[config.mk]
export PLATFORM = sky130hd
export DESIGN_NAME = mem_readback_streamer
export DESIGN_NICKNAME = d
export VERILOG_FILES = /design/src/rtl/mem_readback_streamer.sv
export SDC_FILE = /design/constraint.sdc
export NUM_CORES = 1
export LEC_CHECK = 0
export BUFFER_PORTS_ARGS = -buffer_cell sky130_fd_sc_hd__buf_2
export CAP_MARGIN = 40
export CORE_MARGIN = 2
export CORE_UTILIZATION = 46
export CTS_CLUSTER_DIAMETER = 40
export CTS_CLUSTER_SIZE = 25
export DETAILED_ROUTE_END_ITERATION = 10
export PLACE_DENSITY = 0.8
export SYNTH_ARGS = -nofsm -noshare
export SYNTH_HDL_FRONTEND = slang
export SYNTH_SLANG_ARGS = --single-unit
export TNS_END_PERCENT = 5
[constraint.sdc]
create_clock -name clk -period 3.4 [get_ports clk]
set_clock_uncertainty 0.05 [all_clocks]
set_input_delay 0.34 -clock clk [delete_from_list [all_inputs] [get_ports clk]]
set_output_delay 0.34 -clock clk [all_outputs]
set_load 0.005 [all_outputs]
[src/rtl/mem_readback_streamer.sv]
// Read-side initiator for a 1-cycle registered-read block RAM.
// Sweeps `count` words from `base_addr` (wrapping at DEPTH_MEM) and streams
// them out on a valid/ready interface with a last flag and running checksum.
module mem_readback_streamer #(
   parameter int WID_MEM    = 4,
   parameter int DEPTH_MEM  = 4096,
   parameter int FIFO_DEPTH = 4
) (
   input  logic               clk,
   input  logic               reset,
   input  logic               start,
   input  logic [31:0]        base_addr,
   input  logic [31:0]        count,
   output logic               busy,
   output logic               done,
   output logic [31:0]        mem_raddr,
   input  logic [WID_MEM-1:0] mem_dout,
   output logic               m_valid,
   input  logic               m_ready,
   output logic [WID_MEM-1:0] m_data,
   output logic               m_last,
   output logic [31:0]        checksum
);

   localparam int PW = (FIFO_DEPTH > 1) ? $clog2(FIFO_DEPTH) : 1;
   localparam int UW = $clog2(FIFO_DEPTH + 1);
   localparam int OW = UW + 1;
   localparam logic [31:0]   DEPTH_W   = 32'(DEPTH_MEM);
   localparam logic [31:0]   LAST_ADDR = 32'(DEPTH_MEM - 1);
   localparam logic [PW-1:0] PTR_MAX   = PW'(FIFO_DEPTH - 1);
   localparam logic [OW-1:0] OCC_MAX   = OW'(FIFO_DEPTH);

   typedef enum logic [1:0] {IDLE, RUN, DRAIN, DONE} state_t;

   state_t             state_q, state_d;
   logic [31:0]        addr_q;
   logic [31:0]        remaining_q;
   // rd1: read issued last edge (memory sampling address now)
   // rd2: memory data valid on mem_dout now, captured at the next edge
   logic               rd1_q, rd2_q;
   logic               last1_q, last2_q;
   logic [WID_MEM-1:0] fifo_data [FIFO_DEPTH];
   logic               fifo_last [FIFO_DEPTH];
   logic [PW-1:0]      wr_ptr, rd_ptr;
   logic [UW-1:0]      used;
   logic [OW-1:0]      occupancy;
   logic               accept, issue, push, pop;

   assign accept    = (state_q == IDLE) && start;
   assign push      = rd2_q;
   assign pop       = m_valid && m_ready;
   // In-flight reads count against FIFO space so every capture has a free slot.
   assign occupancy = OW'(used) + OW'(rd1_q) + OW'(rd2_q);
   assign busy      = (state_q != IDLE);
   assign done      = (state_q == DONE);

   // Stream outputs come straight from the FIFO head, forced low when empty.
   always_comb begin
      m_valid = 1'b0;
      m_data  = '0;
      m_last  = 1'b0;
      if (used != '0) begin
         m_valid = 1'b1;
         m_data  = fifo_data[rd_ptr];
         m_last  = fifo_last[rd_ptr];
      end
   end

   // Next-state and read-issue decision.
   always_comb begin
      state_d = state_q;
      issue   = 1'b0;
      case (state_q)
         IDLE: begin
            if (start) state_d = (count == '0) ? DONE : RUN;
         end
         RUN: begin
            if (occupancy < OCC_MAX) begin
               issue = 1'b1;
               if (remaining_q == 32'd1) state_d = DRAIN;
            end
         end
         DRAIN: begin
            if (pop && m_last) state_d = DONE;
         end
         DONE: begin
            state_d = IDLE;
         end
         default: state_d = IDLE;
      endcase
   end

   // State register.
   always_ff @(posedge clk or negedge reset) begin
      if (!reset) state_q <= IDLE;
      else        state_q <= state_d;
   end

   // Address generation, read pipeline tracking and checksum.
   always_ff @(posedge clk or negedge reset) begin
      if (!reset) begin
         addr_q      <= '0;
         remaining_q <= '0;
         mem_raddr   <= '0;
         rd1_q       <= 1'b0;
         rd2_q       <= 1'b0;
         last1_q     <= 1'b0;
         last2_q     <= 1'b0;
         checksum    <= '0;
      end else begin
         if (accept) begin
            checksum    <= '0;
            remaining_q <= count;
            addr_q      <= base_addr % DEPTH_W;
         end else if (pop) begin
            checksum <= checksum + 32'(m_data);
         end
         if (issue) begin
            mem_raddr   <= addr_q;
            addr_q      <= (addr_q == LAST_ADDR) ? '0 : addr_q + 32'd1;
            remaining_q <= remaining_q - 32'd1;
         end
         rd1_q   <= issue;
         last1_q <= issue && (remaining_q == 32'd1);
         rd2_q   <= rd1_q;
         last2_q <= last1_q;
      end
   end

   // FIFO pointers and occupancy; simultaneous push and pop leaves `used` unchanged.
   always_ff @(posedge clk or negedge reset) begin
      if (!reset) begin
         wr_ptr <= '0;
         rd_ptr <= '0;
         used   <= '0;
      end else begin
         if (push) wr_ptr <= (wr_ptr == PTR_MAX) ? '0 : wr_ptr + PW'(1);
         if (pop)  rd_ptr <= (rd_ptr == PTR_MAX) ? '0 : rd_ptr + PW'(1);
         case ({push, pop})
            2'b10:   used <= used + UW'(1);
            2'b01:   used <= used - UW'(1);
            default: used <= used;
         endcase
      end
   end

   // FIFO storage; contents are only visible through the head while non-empty.
   always_ff @(posedge clk) begin
      if (push) begin
         fifo_data[wr_ptr] <= mem_dout;
         fifo_last[wr_ptr] <= last2_q;
      end
   end

endmodule

==> impl_metrics.ini <==
[floorplan]
start_util_pct = 47.3
rows = 48
die_x_um = 138
die_area_mm2 = 0.0189
die_h_um = 138
io_pins = 144
coreArea_mm2 = 0.0174

[setup_path]
setup.worst_path.end_class = flop
worstPathRequired_ns = 3.66
start_kind = flop
critPathTopFamily = compound AO/OA/AOI/OAI gates
path_cells = mux4_2 -> nor2b_1 -> ha_1 -> inv_1 -> fa_1 -> nor2b_1 -> o21a_1 -> o21ai_2 -> buf_4 -> xor2_1 -> nor2_1
arrival_ns = 3.26
slowest_stage = mux4_2
setup.worst_path.class = flop to flop
worst-path-max-fanout = 15
cpPeakStageDelay_ns = 0.55
path_buf_inv = 2
cp_common_cell = nor2b_1

[final_layout]
antenna_cells = 0
utilization_pct = 56.0
finalNonFillerCells = 1249
drive_gt1_share_pct = 19.3
fin_nets = 1104
syn_to_final_growth_pct = 18.4

[sta]
min_period_ns = 3.01
fin_hold_ws_ns = 0.0672
maxSlewHeadroom_pct = 37.0
maxSlewViolCount = 0
finalSetupTns_ns = 0
fmax_mhz = 333
worst_pin_slew_ns = 0.937
finalHoldViolations = 0
rsz0062_at_grt = no
finalCritPeriodShare_pct = 88.4
setup_violations = 0

[route]
drtIter0Drc = 572
via_count = 7055
drt-total-wl_mm = 20.2
wl_per_cell_um = 16.2
drcViolationCount = 0
routed_via_density = 5.65
antenna_left = 0
firstDrtPassIters = 5

[clock_network]
htreeDepth = 4
cts_setup_buffers = 0
cts_tree = done
worst_skew_pair.late_latency_ns = 0.43
cts.sinks = 161
cts_buffers = 17
cts.clk_slew.worst_paths_ns = 0.07
clockBufferDepth = 2
root_buffer = clkbuf_16

[grt]
grt.total_usage_pct = 22.1
grt_pass1_vias = 6586
grt_first_pass_wirelength_mm = 32.9
grt_overflow = 0
grt_max_degree = 87
grt_antenna_before_repair = 1

[synth]
synth_cells = 891
synth-seq-cells = 161
ys_types = 72
synth_fp_nets = 984
synth_ff_type = dfrtp_1
synth_area_leaders = dfrtp_1 (43%), nand2_1 (7.4%), edfxtp_1 (7.3%)
synth_edf_count = 20
synth_warnings = 0
synth_area_mm2 = 0.00821
yosys.area.top_type = dfrtp_1
syn_avg_cell_area_um2 = 9.22
synth_top_area_share_pct = 43.0
yosysSeqAreaShare_pct = 50.3
synth_async_sr_flop_share_pct = 87.6

[placed_design]
placedCellCount = 1216
dpl.hpwl_mm = 14.0
gp_congestion = 0.877
port_buffers = 123

[pwr]
power.density_mw_per_mm2 = 784
power_mw = 7.63
vdd_drop_max_mv = 0.437
power_leakage_nw = 4.41

[flow_run]
cap_violations = 0

[worst_hold_path]
min-delay-path-class = input pin to flop

[status]
status = complete, no violations
per-layer routing:
| layer | GRT usage (%) | vias to the layer above | part of all wire (%) |
|---|---|---|---|
| li1 | - | 3417 | - |
| met2 | 34.2 | 224 | 46 |
| met1 | 31.3 | 3385 | 47 |
| met5 | 0 | - | 0 |
| met3 | 4.34 | 29 | 5.7 |
| met4 | 7.50 | 0 | 1.8 |
Yosys cell counts, types with 13 or more instances:
master and count:
o21ai_0 73, xnor2_1 20, dfrtp_1 141, clkbuf_1 28, inv_1 29, and3_1 16, nand4_1 17, a21oi_1 41
ha_1 19, nor3_1 32, nand2_1 161, or3_1 13, nor4_1 21, edfxtp_1 20, nand3_1 30, nor2_1 80
cells by family (layout without fill, tap and decap cells):
| group | Yosys count | count (layout) | share of synthesized area, % |
|---|---|---|---|
| simple gates | 412 | 412 | 24.0 |
| buf+inv | 73 | 206 | 3.60 |
| xor+xnor | 27 | 27 | 2.88 |
| flops | 161 | 161 | 50.3 |
| compound gates | 190 | 190 | 14.4 |
| fa+ha+maj | 21 | 21 | 3.38 |
| mux | 7 | 7 | 1.46 |
cell type report:
cell class / instances / area [um^2]
fill: 1541 / 7630
sequential: 161 / 4130
multi-input combinational: 657 / 3790
timing repair buffer: 143 / 787
clock buffer: 17 / 425
tap: 225 / 282
clock inverter: 15 / 194
inverter: 31 / 116
cells in the final DEF, fill, tap and decap left out, types with 5 or more instances in the layout:
| cell | n |
|---|---|
| and3_1 | 16 |
| or3_1 | 13 |
| dfrtp_1 | 141 |
| edfxtp_1 | 20 |
| a211oi_1 | 10 |
| xnor2_1 | 20 |
| o21ai_0 | 73 |
| a221o_1 | 6 |
| ha_1 | 19 |
| nor2_1 | 80 |
| a311oi_1 | 5 |
| nor2b_1 | 7 |
| inv_1 | 29 |
| buf_4 | 18 |
| nand3_1 | 30 |
| a21oi_1 | 41 |
| o31ai_1 | 5 |
| xor2_1 | 7 |
| and2_1 | 8 |
| nor3_1 | 32 |
| clkbuf_16 | 17 |
| buf_2 | 122 |
| a31oi_1 | 9 |
| nand4_1 | 17 |
| nand2_1 | 161 |
| inv_6 | 7 |
| nor4_1 | 21 |
what timing repair did:
| action | 4_1_cts | 5_1_grt |
|---|---|---|
| gates resized for setup | 0 | 0 |
| hold endpoints to repair | 84 | 0 |
| hold buffers | 1 | 0 |
registers in the layout (all words and copies together) (netlist names):
| name | cells |
|---|---|
| addr_q | 32 |
| rd1_q | 1 |
| remaining_q | 32 |
| rd_ptr | 2 |
| last2_q | 1 |
| push | 1 |
| last1_q | 1 |
| wr_ptr | 2 |
| state_q | 2 |
| used | 3 |
| fifo_data | 16 |
| mem_raddr | 32 |
| checksum | 32 |
| fifo_last | 4 |
power breakdown:
group	total, mW	internal (mW)	switching (mW)
registers	2.97	2.48	0.499
clock network	2.03	1.18	0.852
logic	2.62	1.09	1.54
through the flow:
stage / instance area (um^2) / worst slack [ns]
5_1_grt: 9720 / 0.117
6_report: 9720 / 0.394
3_5_place_dp: 9090 / 0.402
2_1_floorplan: 8210 / 0.521
3_3_place_gp: 9090 / 0.441
4_1_cts: 9720 / 0.398
path summary, 6_finish.rpt:
| check | start | end | slack, ns | depth (start not counted) |
|---|---|---|---|---|
| worst max-delay path | rd_ptr[0] | checksum[10] | 0.39 | 11 |
| worst min-delay path | mem_dout[0] | fifo_data[1][0] | 0.07 | 1 |
| worst max register to register | rd_ptr[0] | checksum[10] | 0.39 | 11 |
| worst min register to register | last1_q | last2_q | 0.30 | 0 |
| max in group asynchronous | reset | checksum[19] | 2.04 | 3 |
| min in group asynchronous | reset | rd_ptr[1] | 0.47 | 2 |
No activity file was read; power rests on OpenSTA's default activity.
